--- src/rtl/pkt_chan_sched_pkg.sv ---
// Shared types and constants for the packet channel scheduler.
// Latency: n/a (package only).
// Backpressure: n/a (package only).
// Contents: FSM state encoding, upr control bit indices, bus and counter
// widths, default level threshold, and small helper functions.
package pkt_sched_pkg;

  typedef enum logic [1:0] {
    IDLE      = 2'd0,
    WAIT_FORM = 2'd1,
    WAIT_TX   = 2'd2,
    FLUSH     = 2'd3
  } sched_state_t;

  // upr control word
  localparam int UPR_W    = 8;
  localparam int UPR_EN   = 0;  // grant enable
  localparam int UPR_RATE = 1;  // rate-limit enable

  // bus and counter widths
  localparam int LEV_W   = 9;   // per-channel FIFO level
  localparam int GRANT_W = 8;   // grant_ch output width
  localparam int CNT_W   = 16;  // pkt_cnt / drop_cnt
  localparam int WIN_W   = 32;  // rate window timer

  localparam int AF_THR_DEF = 300;

  // Width of an index into n items (at least one bit).
  function automatic int idx_w(input int n);
    return (n > 1) ? $clog2(n) : 1;
  endfunction

  // Saturating increment for the status counters.
  function automatic logic [CNT_W-1:0] sat_inc(input logic [CNT_W-1:0] v);
    return (&v) ? v : v + CNT_W'(1);
  endfunction

endpackage

--- src/rtl/pkt_chan_sched_if.sv ---
// Handshake/status bundle between scheduler, FIFO levels, former and transmitter.
// Latency: n/a (wires only).
// Backpressure: none; go/form_start/end_tx are single-cycle pulses.
// Ports: upr (control), lev/full (FIFO status), form_start/end_tx (former and
// transmitter pulses) in; go, grant_ch, fifo_clr, busy, tmo_err, pkt_cnt,
// drop_cnt out of the scheduler.
interface pkt_chan_sched_if #(
  parameter int N_CH = 2
);
  import pkt_sched_pkg::*;

  logic [UPR_W-1:0]        upr;
  logic [N_CH*LEV_W-1:0]   lev;
  logic [N_CH-1:0]         full;
  logic                    form_start;
  logic                    end_tx;

  logic                    go;
  logic [GRANT_W-1:0]      grant_ch;
  logic                    fifo_clr;
  logic                    busy;
  logic                    tmo_err;
  logic [CNT_W-1:0]        pkt_cnt;
  logic [CNT_W-1:0]        drop_cnt;

  // Environment side: drives control, levels and datapath pulses.
  modport master (
    output upr, lev, full, form_start, end_tx,
    input  go, grant_ch, fifo_clr, busy, tmo_err, pkt_cnt, drop_cnt
  );

  // Scheduler side.
  modport slave (
    input  upr, lev, full, form_start, end_tx,
    output go, grant_ch, fifo_clr, busy, tmo_err, pkt_cnt, drop_cnt
  );

endinterface

--- src/rtl/pkt_chan_sched_rr_pick.sv ---
// Round-robin priority picker: first eligible channel scanning i_ptr, i_ptr+1, ... mod N_CH.
// Latency: purely combinational.
// Backpressure: none.
// Ports: i_elig (eligible vector), i_ptr (scan start, < N_CH) in;
//        o_vld (any eligible), o_idx (winning channel) out.
module rr_pick
  import pkt_sched_pkg::*;
#(
  parameter int N_CH = 2
) (
  input  logic [N_CH-1:0]         i_elig,
  input  logic [idx_w(N_CH)-1:0]  i_ptr,
  output logic                    o_vld,
  output logic [idx_w(N_CH)-1:0]  o_idx
);

  localparam int PTR_W = idx_w(N_CH);

  // One extra bit so ptr + offset cannot overflow before the modulo fold.
  logic [PTR_W:0]   w_sum;
  logic [PTR_W-1:0] w_idx;

  // Walk offsets from the far end back to zero so the smallest offset
  // from i_ptr is the last one to assign, i.e. it wins.
  always_comb begin
    o_vld = 1'b0;
    o_idx = '0;
    w_sum = '0;
    w_idx = '0;
    for (int k = N_CH - 1; k >= 0; k--) begin
      w_sum = {1'b0, i_ptr} + (PTR_W+1)'(k);
      if (w_sum >= (PTR_W+1)'(N_CH)) begin
        w_sum = w_sum - (PTR_W+1)'(N_CH);
      end
      w_idx = w_sum[PTR_W-1:0];
      if (i_elig[w_idx]) begin
        o_vld = 1'b1;
        o_idx = w_idx;
      end
    end
  end

endmodule

--- src/rtl/pkt_chan_sched.sv ---
// Round-robin channel scheduler for the packet former: grants one channel, tracks the
// packet through form_start and end_tx, flushes FIFOs on overflow or watchdog expiry.
// Latency: eligible in IDLE at cycle t -> go at t+1; FLUSH lasts exactly one cycle.
// Backpressure: no new grant while a packet is in flight, when upr[0]=0, or while throttled.
// Ports: clk, rst (synchronous, active high); sched (slave modport) carries upr, lev,
// full, form_start, end_tx in and go, grant_ch, fifo_clr, busy, tmo_err, pkt_cnt, drop_cnt out.
module pkt_chan_sched
  import pkt_sched_pkg::*;
#(
  parameter int N_CH      = 2,
  parameter int AF_THR    = AF_THR_DEF,
  parameter int BURST_MAX = 50,
  parameter int WINDOW    = 20000000,
  parameter int TMO       = 1000000
) (
  input  logic                  clk,
  input  logic                  rst,
  pkt_chan_sched_if.slave       sched
);

  localparam int PTR_W   = idx_w(N_CH);
  localparam int WD_W    = idx_w(TMO);
  localparam int BURST_W = $clog2(BURST_MAX + 1);

  localparam logic [WD_W-1:0]    WD_LAST  = WD_W'(TMO - 1);
  localparam logic [WIN_W-1:0]   WIN_LAST = WIN_W'(WINDOW - 1);
  localparam logic [BURST_W-1:0] BURST_LIM = BURST_W'(BURST_MAX);

  // state and registered outputs
  sched_state_t        r_state;
  sched_state_t        w_state_nxt;
  logic                r_go;
  logic [GRANT_W-1:0]  r_grant;
  logic                r_tmo;
  logic                r_post_rst;
  logic [CNT_W-1:0]    r_pkt_cnt;
  logic [CNT_W-1:0]    r_drop_cnt;

  // scheduling bookkeeping
  logic [PTR_W-1:0]    r_rr_ptr;
  logic [BURST_W-1:0]  r_burst;
  logic [WIN_W-1:0]    r_win;
  logic [WD_W-1:0]     r_wd;

  // combinational decisions
  logic [N_CH-1:0]     w_elig;
  logic                w_any_full;
  logic                w_throttled;
  logic                w_pick_vld;
  logic [PTR_W-1:0]    w_pick_idx;
  logic [PTR_W-1:0]    w_ptr_nxt;
  logic                w_grant;
  logic                w_done;
  logic                w_ovf;
  logic                w_tmo;
  logic                w_win_wrap;
  logic                w_unused_upr;

  // Only the two low control bits carry meaning.
  assign w_unused_upr = ^sched.upr[UPR_W-1:2];

  // A channel qualifies when strictly above threshold and not already full.
  always_comb begin
    w_elig = '0;
    for (int i = 0; i < N_CH; i++) begin
      w_elig[i] = (sched.lev[i*LEV_W +: LEV_W] > LEV_W'(AF_THR)) && !sched.full[i];
    end
  end

  assign w_any_full  = |sched.full;
  assign w_throttled = sched.upr[UPR_RATE] && (r_burst >= BURST_LIM);
  assign w_win_wrap  = (r_win == WIN_LAST);

  rr_pick #(
    .N_CH (N_CH)
  ) u_rr_pick (
    .i_elig (w_elig),
    .i_ptr  (r_rr_ptr),
    .o_vld  (w_pick_vld),
    .o_idx  (w_pick_idx)
  );

  assign w_ptr_nxt = (w_pick_idx == PTR_W'(N_CH - 1)) ? '0 : w_pick_idx + PTR_W'(1);

  // Next-state logic. Overflow outranks completion and watchdog, but a
  // completion seen in the same cycle is still counted (w_done is raised
  // independently of which transition is taken). Completion outranks an
  // expiring watchdog: the packet made it out.
  always_comb begin
    w_state_nxt = r_state;
    w_grant     = 1'b0;
    w_done      = 1'b0;
    w_ovf       = 1'b0;
    w_tmo       = 1'b0;
    unique case (r_state)
      IDLE: begin
        if (w_any_full) begin
          w_ovf       = 1'b1;
          w_state_nxt = FLUSH;
        end else if (sched.upr[UPR_EN] && !w_throttled && w_pick_vld) begin
          w_grant     = 1'b1;
          w_state_nxt = WAIT_FORM;
        end
      end
      WAIT_FORM, WAIT_TX: begin
        // While still waiting for the former, end_tx alone is meaningless;
        // together with form_start it means the whole packet went out.
        w_done = (r_state == WAIT_TX) ? sched.end_tx
                                      : (sched.form_start && sched.end_tx);
        if (w_any_full) begin
          w_ovf       = 1'b1;
          w_state_nxt = FLUSH;
        end else if (w_done) begin
          w_state_nxt = IDLE;
        end else if (r_wd == WD_LAST) begin
          w_tmo       = 1'b1;
          w_state_nxt = FLUSH;
        end else if ((r_state == WAIT_FORM) && sched.form_start) begin
          w_state_nxt = WAIT_TX;
        end
      end
      FLUSH: begin
        w_state_nxt = IDLE;
      end
      default: begin
        w_state_nxt = IDLE;
      end
    endcase
  end

  always_ff @(posedge clk) begin
    if (rst) begin
      r_state    <= IDLE;
      r_go       <= 1'b0;
      r_grant    <= '0;
      r_tmo      <= 1'b0;
      r_post_rst <= 1'b1;
      r_pkt_cnt  <= '0;
      r_drop_cnt <= '0;
      r_rr_ptr   <= '0;
      r_burst    <= '0;
      r_win      <= '0;
      r_wd       <= '0;
    end else begin
      r_state    <= w_state_nxt;
      r_go       <= w_grant;
      r_tmo      <= w_tmo;
      r_post_rst <= 1'b0;

      if (w_grant) begin
        r_grant  <= GRANT_W'(w_pick_idx);
        r_rr_ptr <= w_ptr_nxt;
      end

      if (w_grant) begin
        r_wd <= '0;
      end else if ((r_state == WAIT_FORM) || (r_state == WAIT_TX)) begin
        r_wd <= r_wd + WD_W'(1);
      end

      if (w_done) begin
        r_pkt_cnt <= r_pkt_cnt + CNT_W'(1);
      end

      if (w_ovf) begin
        r_drop_cnt <= sat_inc(r_drop_cnt);
      end

      // Free-running rate window; a completion landing on the wrap cycle
      // opens the new window with one packet already counted.
      r_win <= w_win_wrap ? '0 : r_win + WIN_W'(1);
      if (w_win_wrap) begin
        r_burst <= w_done ? BURST_W'(1) : '0;
      end else if (w_done && (r_burst < BURST_LIM)) begin
        r_burst <= r_burst + BURST_W'(1);
      end
    end
  end

  // fifo_clr covers the reset cycle itself (via rst), the first cycle after
  // it (r_post_rst) and the single FLUSH cycle.
  assign sched.go       = r_go;
  assign sched.grant_ch = r_grant;
  assign sched.fifo_clr = rst || r_post_rst || (r_state == FLUSH);
  assign sched.busy     = (r_state != IDLE);
  assign sched.tmo_err  = r_tmo;
  assign sched.pkt_cnt  = r_pkt_cnt;
  assign sched.drop_cnt = r_drop_cnt;

endmodule

--- src/flat_wrapper.sv ---
// flat-port wrapper written by rule: the top's interface ports become plain ports
module pkt_chan_sched_flat import pkt_sched_pkg::*;
#(
  parameter int N_CH      = 2,
  parameter int AF_THR    = AF_THR_DEF,
  parameter int BURST_MAX = 50,
  parameter int WINDOW    = 20000000,
  parameter int TMO       = 1000000
)
  (clk, rst, sched_upr, sched_lev, sched_full, sched_form_start, sched_end_tx, sched_go, sched_grant_ch, sched_fifo_clr, sched_busy, sched_tmo_err, sched_pkt_cnt, sched_drop_cnt);
  pkt_chan_sched_if #(.N_CH(N_CH)) sched_i ();
  input  logic clk;
  input  logic rst;
  input wire logic [$bits(sched_i.upr)-1:0] sched_upr;
  input wire logic [$bits(sched_i.lev)-1:0] sched_lev;
  input wire logic [$bits(sched_i.full)-1:0] sched_full;
  input wire logic [$bits(sched_i.form_start)-1:0] sched_form_start;
  input wire logic [$bits(sched_i.end_tx)-1:0] sched_end_tx;
  output wire logic [$bits(sched_i.go)-1:0] sched_go;
  output wire logic [$bits(sched_i.grant_ch)-1:0] sched_grant_ch;
  output wire logic [$bits(sched_i.fifo_clr)-1:0] sched_fifo_clr;
  output wire logic [$bits(sched_i.busy)-1:0] sched_busy;
  output wire logic [$bits(sched_i.tmo_err)-1:0] sched_tmo_err;
  output wire logic [$bits(sched_i.pkt_cnt)-1:0] sched_pkt_cnt;
  output wire logic [$bits(sched_i.drop_cnt)-1:0] sched_drop_cnt;
  assign sched_i.upr = sched_upr;
  assign sched_i.lev = sched_lev;
  assign sched_i.full = sched_full;
  assign sched_i.form_start = sched_form_start;
  assign sched_i.end_tx = sched_end_tx;
  assign sched_go = sched_i.go;
  assign sched_grant_ch = sched_i.grant_ch;
  assign sched_fifo_clr = sched_i.fifo_clr;
  assign sched_busy = sched_i.busy;
  assign sched_tmo_err = sched_i.tmo_err;
  assign sched_pkt_cnt = sched_i.pkt_cnt;
  assign sched_drop_cnt = sched_i.drop_cnt;
  pkt_chan_sched #(.N_CH(N_CH), .AF_THR(AF_THR), .BURST_MAX(BURST_MAX), .WINDOW(WINDOW), .TMO(TMO)) u_core (.clk(clk), .rst(rst), .sched(sched_i));
endmodule
--- config.mk ---
export PLATFORM = sky130hd
export DESIGN_NAME = pkt_chan_sched_flat
export DESIGN_NICKNAME = d
export VERILOG_FILES = /design/src/rtl/pkt_chan_sched_pkg.sv /design/src/rtl/pkt_chan_sched_if.sv /design/src/rtl/pkt_chan_sched_rr_pick.sv /design/src/rtl/pkt_chan_sched.sv /design/src/flat_wrapper.sv
export SDC_FILE = /design/constraint.sdc
export NUM_CORES = 1
export LEC_CHECK = 0
export BUFFER_PORTS_ARGS = -buffer_cell sky130_fd_sc_hd__buf_2
export CAP_MARGIN = 30
export CORE_ASPECT_RATIO = 0.75
export CORE_MARGIN = 2
export CORE_UTILIZATION = 40
export DETAILED_ROUTE_END_ITERATION = 10
export PLACE_DENSITY = 0.64
export SYNTH_ARGS = -nofsm -noshare
export SYNTH_HDL_FRONTEND = slang
export SYNTH_SLANG_ARGS = --single-unit
--- constraint.sdc ---
create_clock -name clk -period 2.4 [get_ports clk]
set_clock_uncertainty 0.15 [all_clocks]
set_input_delay 0.48 -clock clk [delete_from_list [all_inputs] [get_ports clk]]
set_output_delay 0.48 -clock clk [all_outputs]
set_load 0.02 [all_outputs]
Word-level counts from Yosys, hierarchy flattened
Index checks and enable logic that the tools add are counted.
Widths: inputs -> output; s select.
{ "totals": {"reg_bits": 97, "inputBits": 32, "output_inout_bits": 44, "elab_cells": 93} }
{ "op_classes": {"n_addsub": 9, "magnitude_cmp": 8, "eq_ne": 7, "muxes": 30, "n_bitwise": 2, "reduce_logical": 26} }
{ "op_table": {"columns": ["operator", "n"], "rows": [
  ["$add 16x1->16 const B", 2],
  ["$add 32x1->32 const B", 1],
  ["$eq 32x25->1 const B", 1],
  ["$mux 1", 21],
  ["$add 20x1->20 const B", 1],
  ["$eq 20x20->1 const B", 1],
  ["$gt 9x9->1 const B", 2],
  ["$reduce_and 16->1", 1],
  ["$mux 2", 6],
  ["$mux 6", 2],
  ["$logic_and 1x1->1", 8],
  ["$reduce_or 2->1", 4],
  ["$add 6x1->6 const B", 1],
  ["$ge 6x6->1 const B", 1],
  ["$lt 6x6->1 const B", 1],
  ["$pmux 2 s3", 1],
  ["$ne 5x1->1 const B", 1],
  ["$reduce_or 5->1", 1],
  ["$eq 2x2->1 const B", 2],
  ["$lt 1x2->1 const B", 2],
  ["$reduce_and 2->1", 2],
  ["$reduce_bool 2->1", 2],
  ["$logic_not 1->1", 3],
  ["$logic_or 1x1->1", 3],
  ["other kinds (10)", 12]
]} }

Logic depth before layout (Yosys ltp)
Gate-level depths: netlist of the first run.
{ "depth": {"word_depth": 12, "mapped_depth": 8} }

Modules after synthesis
A second synthesis of the first run with hierarchy kept.
{ "unflattened": {"cells_unflattened": 534, "hier_area_um2": 4600.7} }
{ "by_module_without_submodules": {"columns": ["module", "instances", "cells_per_inst", "area_each_um2", "seq_area_each_um2"], "rows": [
  ["pkt_chan_sched", 1, 531, 4583.1, 1941.9],
  ["rr_pick", 1, 3, 17.5, 0.0]
]} }

Worst setup path before layout of the first run
Ideal clock, no wire load.
{ "synth_timing": {"path_type": "reg2reg", "from": "reg u_core.r_state[0]", "to": "reg u_core.r_wd[19]", "setup_time_ns": 0.128, "arrival_time_ns": 1.808, "required_time_ns": 2.122, "slack_ns": 0.315, "path_stages_with_launch": 9, "path_buffers": 1, "cell_sequence": "dfxtp_1 inv_1 ha_1 clkbuf_1 nand4_1 nor3_1 nand4_1 xor2_1 nor2_1"} }
{ "synth_between": {"elab_chain_len": 3} }
{ "synth_lines": {"columns": ["element", "line", "source"], "rows": [
  ["from (decl)", "pkt_chan_sched.sv:30", "sched_state_t r_state;"],
  ["from (signal assigned)", "pkt_chan_sched.sv:145", "r_state <= w_state_nxt;"],
  ["$logic_not 2->1", "pkt_chan_sched.sv:95", "unique case (r_state)"],
  ["$mux 1", "pkt_chan_sched.sv:95", null],
  ["$reduce_or 2->1 (no line)", null, null],
  ["to (signal assigned)", "pkt_chan_sched.sv:158", "r_wd <= r_wd + WD_W'(1);"],
  ["to (decl)", "pkt_chan_sched.sv:43", "logic [WD_W-1:0] r_wd;"]
]} }
Several ways; a longest one is shown, not always the timed one.
A chain may end at the register's enable or synchronous reset.

Worst setup path in the final report of the first run
{ "layout_timing": {"from": "reg u_core.r_state[0]", "to": "reg u_core.r_burst[5]"} }
{ "layout_between": {"elab_chain_len": 5} }
{ "layout_lines": {"columns": ["element", "line", "source"], "rows": [
  ["$eq 2x2->1 / $eq 2x1->1 (equally long branches)", "pkt_chan_sched.sv:95, pkt_chan_sched.sv:108", null],
  ["$mux 1 / $reduce_or 2->1 (equally long branches)", "pkt_chan_sched.sv:108, pkt_chan_sched.sv:95", null],
  ["$mux 1 (*)", "pkt_chan_sched.sv:95", null],
  ["$logic_and 1x1->1 (*)", "pkt_chan_sched.sv:174", "end else if (w_done && (r_burst < BURST_LIM)) begin"],
  ["$reduce_bool 2->1 (no line) (*)", null, null],
  ["to (signal assigned)", "pkt_chan_sched.sv:173", "r_burst <= w_done ? BURST_W'(1) : '0;"],
  ["to (signal assigned)", "pkt_chan_sched.sv:175", "r_burst <= r_burst + BURST_W'(1);"],
  ["to (decl)", "pkt_chan_sched.sv:41", "logic [BURST_W-1:0] r_burst;"]
]} }
Every way passes the cells marked *; elsewhere a longest branch is shown, timed or not.

==> results of run 1 <==
worst max path at each step:
stage                             start                        end  cells after the start
2_1_floorplan         u_core.r_state[0]            u_core.r_wd[19]                      8
3_3_place_gp          u_core.r_state[0]   u_core.sched.pkt_cnt[15]                      7
3_5_place_dp          u_core.r_state[0]   u_core.sched.pkt_cnt[13]                      7
4_1_cts               u_core.r_state[1]   u_core.sched.pkt_cnt[13]                      7
5_1_grt        u_core.sched.drop_cnt[7]  u_core.sched.drop_cnt[15]                      5
6_report              u_core.r_state[0]          u_core.r_burst[5]                      7
sequential cells by signal (all words and copies together) (netlist names):
signal,count
u_core.r_win,32
u_core.r_wd,20
u_core.sched.drop_cnt,16
u_core.sched.pkt_cnt,16
u_core.r_burst,6
u_core.r_state,2
u_core.r_post_rst,1
u_core.r_rr_ptr,1
u_core.sched.go,1
u_core.sched.grant_ch,1
u_core.sched.tmo_err,1
cell families after synthesis:
kind of cell	synth area share
DFF	0.4158
xor gates and xnor gates	0.1294
buffers and inverters	0.04125
adders and majority gates	0.02947
and+or+nand+nor	0.3008
AOI/OAI and AO/OA	0.06938
other	0.0008029
muxes	0.01313
worst max-delay path, delay by kind of cell, from the launching register on:
family                   cells  cell delay (ns)
AO/OA/AOI/OAI                3             0.94
flip-flops                   1             0.39
buffers and inverters        1             0.10
AND/OR/NAND/NOR              2             0.36
adder cells (fa/ha/maj)      1             0.24
power breakdown:
group	switching [W]	leakage (nW)	internal [W]	total, W
Sequential	0.0000746	0.784	0.00168	0.00175
Clock	0.000624	0.131	0.000810	0.00143
Combinational	0.000386	1.12	0.000252	0.000637
layout make-up:
type / count / area, um2 / area share
multi-input combinational: 415 / 2571 / 0.4721
clock inverter: 6 / 68.82 / 0.01263
clock buffer: 10 / 229.0 / 0.04204
timing repair buffer: 72 / 410.4 / 0.07535
sequential: 97 / 1942 / 0.3565
inverter: 12 / 45.04 / 0.008270
tap: 144 / 180.2 / 0.03308
per-stage QoR:
step / power [W] / cells / setup slack, ns
floorplan: 0.002241 / 548 / 0.3146
global placement: 0.002401 / 740 / 0.2008
detailed placement: 0.002426 / 740 / 0.09453
CTS: 0.003880 / 756 / 0.07793
global route: 0.004009 / 756 / 0.01713
finish: 0.003825 / 756 / 0.1120
Yosys cell counts (2+ instances only):
master / n / area share
clkbuf_1: 10 / 0.0080
dfxtp_1: 97 / 0.42
xor2_1: 42 / 0.079
and4_2: 4 / 0.0086
inv_1: 12 / 0.0096
nand2b_1: 6 / 0.0080
nand2_1: 43 / 0.035
and2_1: 2 / 0.0027
nor4_1: 11 / 0.015
ha_1: 11 / 0.029
nor2_1: 96 / 0.077
or3_1: 8 / 0.011
nor3_2: 7 / 0.015
buf_4: 11 / 0.018
a211oi_1: 3 / 0.0048
a211o_1: 2 / 0.0038
a31oi_1: 5 / 0.0067
xnor2_1: 27 / 0.051
o211ai_1: 5 / 0.0080
nor2_2: 2 / 0.0027
a21oi_1: 13 / 0.014
buf_6: 2 / 0.0048
nor4b_1: 4 / 0.0075
mux2i_1: 5 / 0.011
nand4_1: 22 / 0.029
nor2b_1: 2 / 0.0027
and4_1: 6 / 0.011
nor3_1: 12 / 0.013
or4_1: 5 / 0.0080
or2_2: 2 / 0.0027
o31ai_1: 4 / 0.0064
and3_2: 3 / 0.0048
nand3_1: 32 / 0.034
o21ai_0: 7 / 0.0075
and3_1: 6 / 0.0080
routing by layer:
metal | GRT usage | part of all wire
met5 | 0 | 0
met4 | 0.05686 | 0.012
met3 | 0.03744 | 0.045
met2 | 0.2470 | 0.44
met1 | 0.2130 | 0.51
repair_timing:
item / 4_1_cts / 5_1_grt
setup endpoints to repair: 0 / 35
hold buffers: 0 / 0
resized for setup: 0 / 2
==> tab_implementation.tex, run 1 <==
\begin{tabular}{lr}
\hline
Metric & Value \\
\hline
\multicolumn{2}{l}{\textbf{Worst setup path}} \\
Worst Setup End Kind & register \\
Length in cells of the worst reg-to-reg path & 7 \\
Sort of element at the start of the critical path & register \\
R2r setup slk & 0.11 ns \\
Endpoint required time on the critical path & 2.49 ns \\
Stage delay of the slowest cell on the critical path & 0.51 ns \\
Worst setup path category & reg -> reg \\
Most repeated library cell on the critical path & a31oi\_1 \\
Max stage delay cell, worst path & o211ai\_1 \\
Crit path cell chain & inv\_1, ha\_1, o211ai\_1, a31oi\_1, and4\_1, a31oi\_1, nor2\_1 \\
CP arrival & 2.37 ns \\
Startpoint of the worst-slack reg-to-reg timing path & u\_core.r\_state[0] \\
Worst reg2reg path endpoint & u\_core.r\_burst[5] \\
CP max FO & 7 \\
\multicolumn{2}{l}{\textbf{Floorplan}} \\
Die width & 128.8 um \\
Top-level port count & 76 \\
Starting density of the core & 0.4066 \\
Standard-cell row count & 34 \\
Die outline area & 12570 um2 \\
Die height & 97.58 um \\
Core box area & 11490 um2 \\
\multicolumn{2}{l}{\textbf{Synthesis}} \\
Total of warnings raised by yosys & 0 \\
Post-synthesis instance total & 542 \\
Flip-flop cell with the highest count after synthesis & dfxtp\_1 \\
Mapped cell area & 4671 um2 \\
Post-synthesis sequential element count & 97 \\
Number of enable-type register cells in the synthesized netlist & 0 \\
Syn\_area\_per\_cell & 8.618 um2 \\
Sequential-to-total area share from yosys stat & 0.4158 \\
Count of distinct cell types in the synthesized netlist & 48 \\
Share of flip-flops with an asynchronous set or reset after synthesis & 0 \\
\multicolumn{2}{l}{\textbf{Hold path}} \\
Depth of the worst hold-timing path & 1 \\
Launch instance of the worst min-delay path & u\_core.r\_win[0] \\
Hold worst-path end & u\_core.r\_win[0] \\
Worst min-delay path category & reg -> reg \\
\multicolumn{2}{l}{\textbf{STA}} \\
Maximum frequency from static timing analysis & 437.1 MHz \\
Unrepaired setup endpoints after global routing & no \\
Min Hold Slack & 0.3104 ns \\
Headroom to the max-slew limit & 0.5338 \\
Final Cycle Share & 0.9533 \\
Final setup violation count & 0 \\
Post-Route Setup TNS & 0 ns \\
Final hold vios & 0 \\
Number of slew-limit violations in the final report & 0 \\
Transition time at the pin with the least slew margin & 0.6993 ns \\
Fin crit period & 2.288 ns \\
\multicolumn{2}{l}{\textbf{CTS}} \\
Insertion delay of the later-clocked pin in the worst-skew pair & 0.35 ns \\
CTS Buf Count & 9 \\
Maximum number of buffers from clock root to sink & 2 \\
Buffers inserted during post-CTS setup optimization & 0 \\
Register clock-pin slew on the reported worst setup and hold paths & 0.07 ns \\
CTS tree & done \\
Clock Root Buffer & clkbuf\_16 \\
Sinks on Clock Net & 97 \\
Clock H-tree levels & 3 \\
\multicolumn{2}{l}{\textbf{Routing}} \\
Count of TritonRoute iterations in the first routing pass & 4 \\
Total Routed Length & 9696 um \\
Post-DRT Antenna Nets & 0 \\
Overall via count from detail\_route & 3933 \\
Via-per-instance ratio & 5.202 \\
Number of design rule violations left after detail routing & 0 \\
Routed wire per std cell & 12.83 um \\
Number of DRC violations after detailed-routing iteration 0 & 194 \\
\multicolumn{2}{l}{\textbf{Layout}} \\
Top library cells by usage in the layout, fill and taps aside & dfxtp\_1 (97), nor2\_1 (96), buf\_2 (62) \\
Design Area, Final & 5446 um2 \\
Syn-to-layout area delta & 16.61\% \\
Number of diodes added for antenna fixing & 0 \\
Share of layout cells above drive strength 1 & 0.1830 \\
Commonest non-fill, non-tap cell in the layout & dfxtp\_1 \\
Final \#Nets & 650 \\
Final standard cell utilization of the core & 0.4742 \\
Fillcell total & 1141 \\
\multicolumn{2}{l}{\textbf{Flow run}} \\
Max Cap Violations & 0 \\
\multicolumn{2}{l}{\textbf{Status}} \\
Status & complete, no violations \\
\multicolumn{2}{l}{\textbf{Pwr}} \\
Total power per unit cell area & 702.3 nW/um2 \\
Cell leakage power & 2.037 nW \\
Worst VDD drop & 0.3675 mV \\
\multicolumn{2}{l}{\textbf{Placement}} \\
Post-detailed-placement cell area & 5136 um2 \\
Final weighted congestion of routability-driven global placement & 0.8006 \\
Total half-perimeter wirelength after legalization and detailed placement & 6924 um \\
Number of buffer cells added on primary ports & 62 \\
\multicolumn{2}{l}{\textbf{Global routing}} \\
Vias in the first global route & 3730 \\
GRT Total Usage & 0.1582 \\
Remaining Overflow, GRT & 0 \\
Number of antenna violations at the first check in global routing & 0 \\
Global-route wire length before repair & 16540 um \\
Largest net degree at the start of global routing & 33 \\
\hline
\end{tabular}
Power figures use the tool's default switching activity.
==> run 2: changes to the inputs <==
--- a/config.mk
+++ b/config.mk
@@ -9,9 +9,9 @@
 export CAP_MARGIN = 30
 export CORE_ASPECT_RATIO = 0.75
 export CORE_MARGIN = 2
-export CORE_UTILIZATION = 40
+export CORE_UTILIZATION = 55
 export DETAILED_ROUTE_END_ITERATION = 10
-export PLACE_DENSITY = 0.64
+export PLACE_DENSITY = 0.82
 export SYNTH_ARGS = -nofsm -noshare
 export SYNTH_HDL_FRONTEND = slang
 export SYNTH_SLANG_ARGS = --single-unit
==> tab_implementation.tex, run 2 (synthesis results as in run 1) <==
\begin{tabular}{lr}
\hline
Metric & Value \\
\hline
\multicolumn{2}{l}{\textbf{Worst setup path}} \\
CP arrival & 2.36 ns (was 2.37 ns) \\
Sort of element at the start of the critical path & register (unchanged) \\
Crit path cell chain & inv\_1, ha\_1, o211ai\_1, a31oi\_1, buf\_4, or3\_1, a31oi\_1 (was inv\_1, ha\_1, o211ai\_1, a31oi\_1, and4\_1, a31oi\_1, nor2\_1) \\
Endpoint required time on the critical path & 2.51 ns (was 2.49 ns) \\
Max stage delay cell, worst path & o211ai\_1 (unchanged) \\
Stage delay of the slowest cell on the critical path & 0.48 ns (was 0.51 ns) \\
Worst Setup End Kind & register (unchanged) \\
Most repeated library cell on the critical path & a31oi\_1 (unchanged) \\
Buf+Inv Stages, Crit Path & 2 (was 1) \\
CP max FO & 7 (unchanged) \\
Category of cells accounting for the largest share of critical-path delay & compound AO/OA/AOI/OAI gates (unchanged) \\
Worst setup path category & reg -> reg (unchanged) \\
\multicolumn{2}{l}{\textbf{CTS}} \\
Sinks on Clock Net & 97 (unchanged) \\
Register clock-pin slew on the reported worst setup and hold paths & 0.07 ns (about the same) \\
Buffers inserted during post-CTS setup optimization & 0 (unchanged) \\
Insertion delay of the later-clocked pin in the worst-skew pair & 0.35 ns (about the same) \\
CTS tree & done (unchanged) \\
Clock Root Buffer & clkbuf\_16 (unchanged) \\
CTS Buf Count & 9 (unchanged) \\
Clock H-tree levels & 3 (unchanged) \\
Maximum number of buffers from clock root to sink & 2 (unchanged) \\
\multicolumn{2}{l}{\textbf{Routing}} \\
Via-per-instance ratio & 5.491 (was 5.202) \\
Routed wire per std cell & 13.38 um (was 12.83 um) \\
Overall via count from detail\_route & 3981 (was 3933) \\
Number of design rule violations left after detail routing & 0 (unchanged) \\
Count of TritonRoute iterations in the first routing pass & 4 (unchanged) \\
Post-DRT Antenna Nets & 0 (unchanged) \\
Total Routed Length & 9703 um (was 9696 um) \\
Number of DRC violations after detailed-routing iteration 0 & 258 (was 194) \\
\multicolumn{2}{l}{\textbf{Floorplan}} \\
Core box area & 8346 um2 (was 11490 um2) \\
Top-level port count & 76 (unchanged) \\
Die width & 110.4 um (was 128.8 um) \\
Standard-cell row count & 29 (was 34) \\
Die outline area & 9253 um2 (was 12570 um2) \\
Starting density of the core & 0.5597 (was 0.4066) \\
Die height & 83.81 um (was 97.58 um) \\
\multicolumn{2}{l}{\textbf{Placement}} \\
Total half-perimeter wirelength after legalization and detailed placement & 7029 um (was 6924 um) \\
Number of buffer cells added on primary ports & 62 (unchanged) \\
Post-detailed-placement cell area & 5109 um2 (was 5136 um2) \\
Final weighted congestion of routability-driven global placement & 0.8736 (was 0.8006) \\
\multicolumn{2}{l}{\textbf{Global routing}} \\
Global-route wire length before repair & 16370 um (was 16540 um) \\
Vias in the first global route & 3637 (was 3730) \\
Number of antenna violations at the first check in global routing & 1 (was 0) \\
Remaining Overflow, GRT & 0 (unchanged) \\
Largest net degree at the start of global routing & 35 (was 33) \\
GRT Total Usage & 0.2147 (was 0.1582) \\
\multicolumn{2}{l}{\textbf{STA}} \\
Final hold vios & 0 (unchanged) \\
Final Cycle Share & 0.9338 (was 0.9533) \\
Post-Route Setup TNS & 0 ns (unchanged) \\
Final setup violation count & 0 (unchanged) \\
Transition time at the pin with the least slew margin & 0.6456 ns (was 0.6993 ns) \\
Number of slew-limit violations in the final report & 0 (unchanged) \\
Maximum frequency from static timing analysis & 446.2 MHz (was 437.1 MHz) \\
Unrepaired setup endpoints after global routing & no (unchanged) \\
Fin crit period & 2.241 ns (was 2.288 ns) \\
Headroom to the max-slew limit & 0.5663 (was 0.5338) \\
\multicolumn{2}{l}{\textbf{Layout}} \\
Design Area, Final & 5414 um2 (was 5446 um2) \\
Final standard cell utilization of the core & 0.6487 (was 0.4742) \\
Share of layout cells above drive strength 1 & 0.1899 (was 0.1830) \\
Flip-flop count of the largest register after layout & 32 (unchanged) \\
Syn-to-layout area delta & 15.91\% (was 16.61\%) \\
Regs by FF count & u\_core.r\_win x32, u\_core.r\_wd x20 (unchanged) \\
Commonest non-fill, non-tap cell in the layout & dfxtp\_1 (unchanged) \\
Top library cells by usage in the layout, fill and taps aside & dfxtp\_1 (97), nor2\_1 (96), buf\_2 (62) (unchanged) \\
Most flops, register & u\_core.r\_win (unchanged) \\
Fillcell total & 656 (was 1141) \\
Final \#Nets & 654 (was 650) \\
\multicolumn{2}{l}{\textbf{Pwr}} \\
Overall power after layout & 0.003794 W (was 0.003825 W) \\
Total power per unit cell area & 700.8 nW/um2 (was 702.3 nW/um2) \\
Worst VDD drop & 0.6232 mV (was 0.3675 mV) \\
Cell leakage power & 2.065 nW (was 2.037 nW) \\
\multicolumn{2}{l}{\textbf{Status}} \\
Status & complete, no violations (unchanged) \\
\multicolumn{2}{l}{\textbf{Flow run}} \\
Max Cap Violations & 0 (unchanged) \\
\multicolumn{2}{l}{\textbf{Hold path}} \\
Worst min-delay path category & in -> reg (was reg -> reg) \\
\hline
\end{tabular}
-- run 2: routing by layer --
metal / up-vias / share of wire / GRT usage
met5: - / 0 / 0
met4: 0 / 0.013 / 0.06477
met3: 10 / 0.057 / 0.07335
met2: 121 / 0.47 / 0.3369
met1: 1839 / 0.46 / 0.2817
li1: 2011 / - / -
-- run 2: final cells by class --
| cell class | instances | area [um2] | area share |
|---|---|---|---|
| antenna | 1 | 2.502 | 0.0004622 |
| clock buffer | 11 | 252.7 | 0.04668 |
| clock inverter | 5 | 38.79 | 0.007164 |
| inverter | 12 | 45.04 | 0.008320 |
| multi-input combinational | 415 | 2570 | 0.4747 |
| sequential | 97 | 1942 | 0.3587 |
| tap | 108 | 135.1 | 0.02496 |
| timing repair buffer | 76 | 427.9 | 0.07904 |
-- run 2: what timing repair did --
action                                  CTS  global route
endpoints found under the setup margin    0             3
gates resized for setup                   0             2
hold buffers                              0             0
-- run 2: worst paths after layout --
check	from	end	slack, ns	depth (start not counted)
max	u_core.r_state[0]	u_core.r_burst[0]	0.16	7
min	rst	u_core.sched.grant_ch[0]	0.29	2
max reg2reg	u_core.r_state[0]	u_core.r_burst[0]	0.16	7
min reg2reg	u_core.r_win[0]	u_core.r_win[0]	0.33	1
-- run 2: power by group --
part | switching (W) | leakage (nW) | internal (W)
combinational | 0.000399 | 1.14 | 0.000266
sequential | 0.0000713 | 0.784 | 0.00168
clock | 0.000614 | 0.142 | 0.000764
total | 0.00108 | 2.06 | 0.00271
-- run 2: per-stage QoR --
step	cells	setup slack [ns]	hold WS, ns
6_report	725	0.1588	0.2919
5_1_grt	725	0.03476	0.3131
4_1_cts	724	0.1918	0.2880
3_5_place_dp	708	0.2078	0.3134
3_3_place_gp	708	0.2502	0.2884
2_1_floorplan	548	0.3146	0.2757
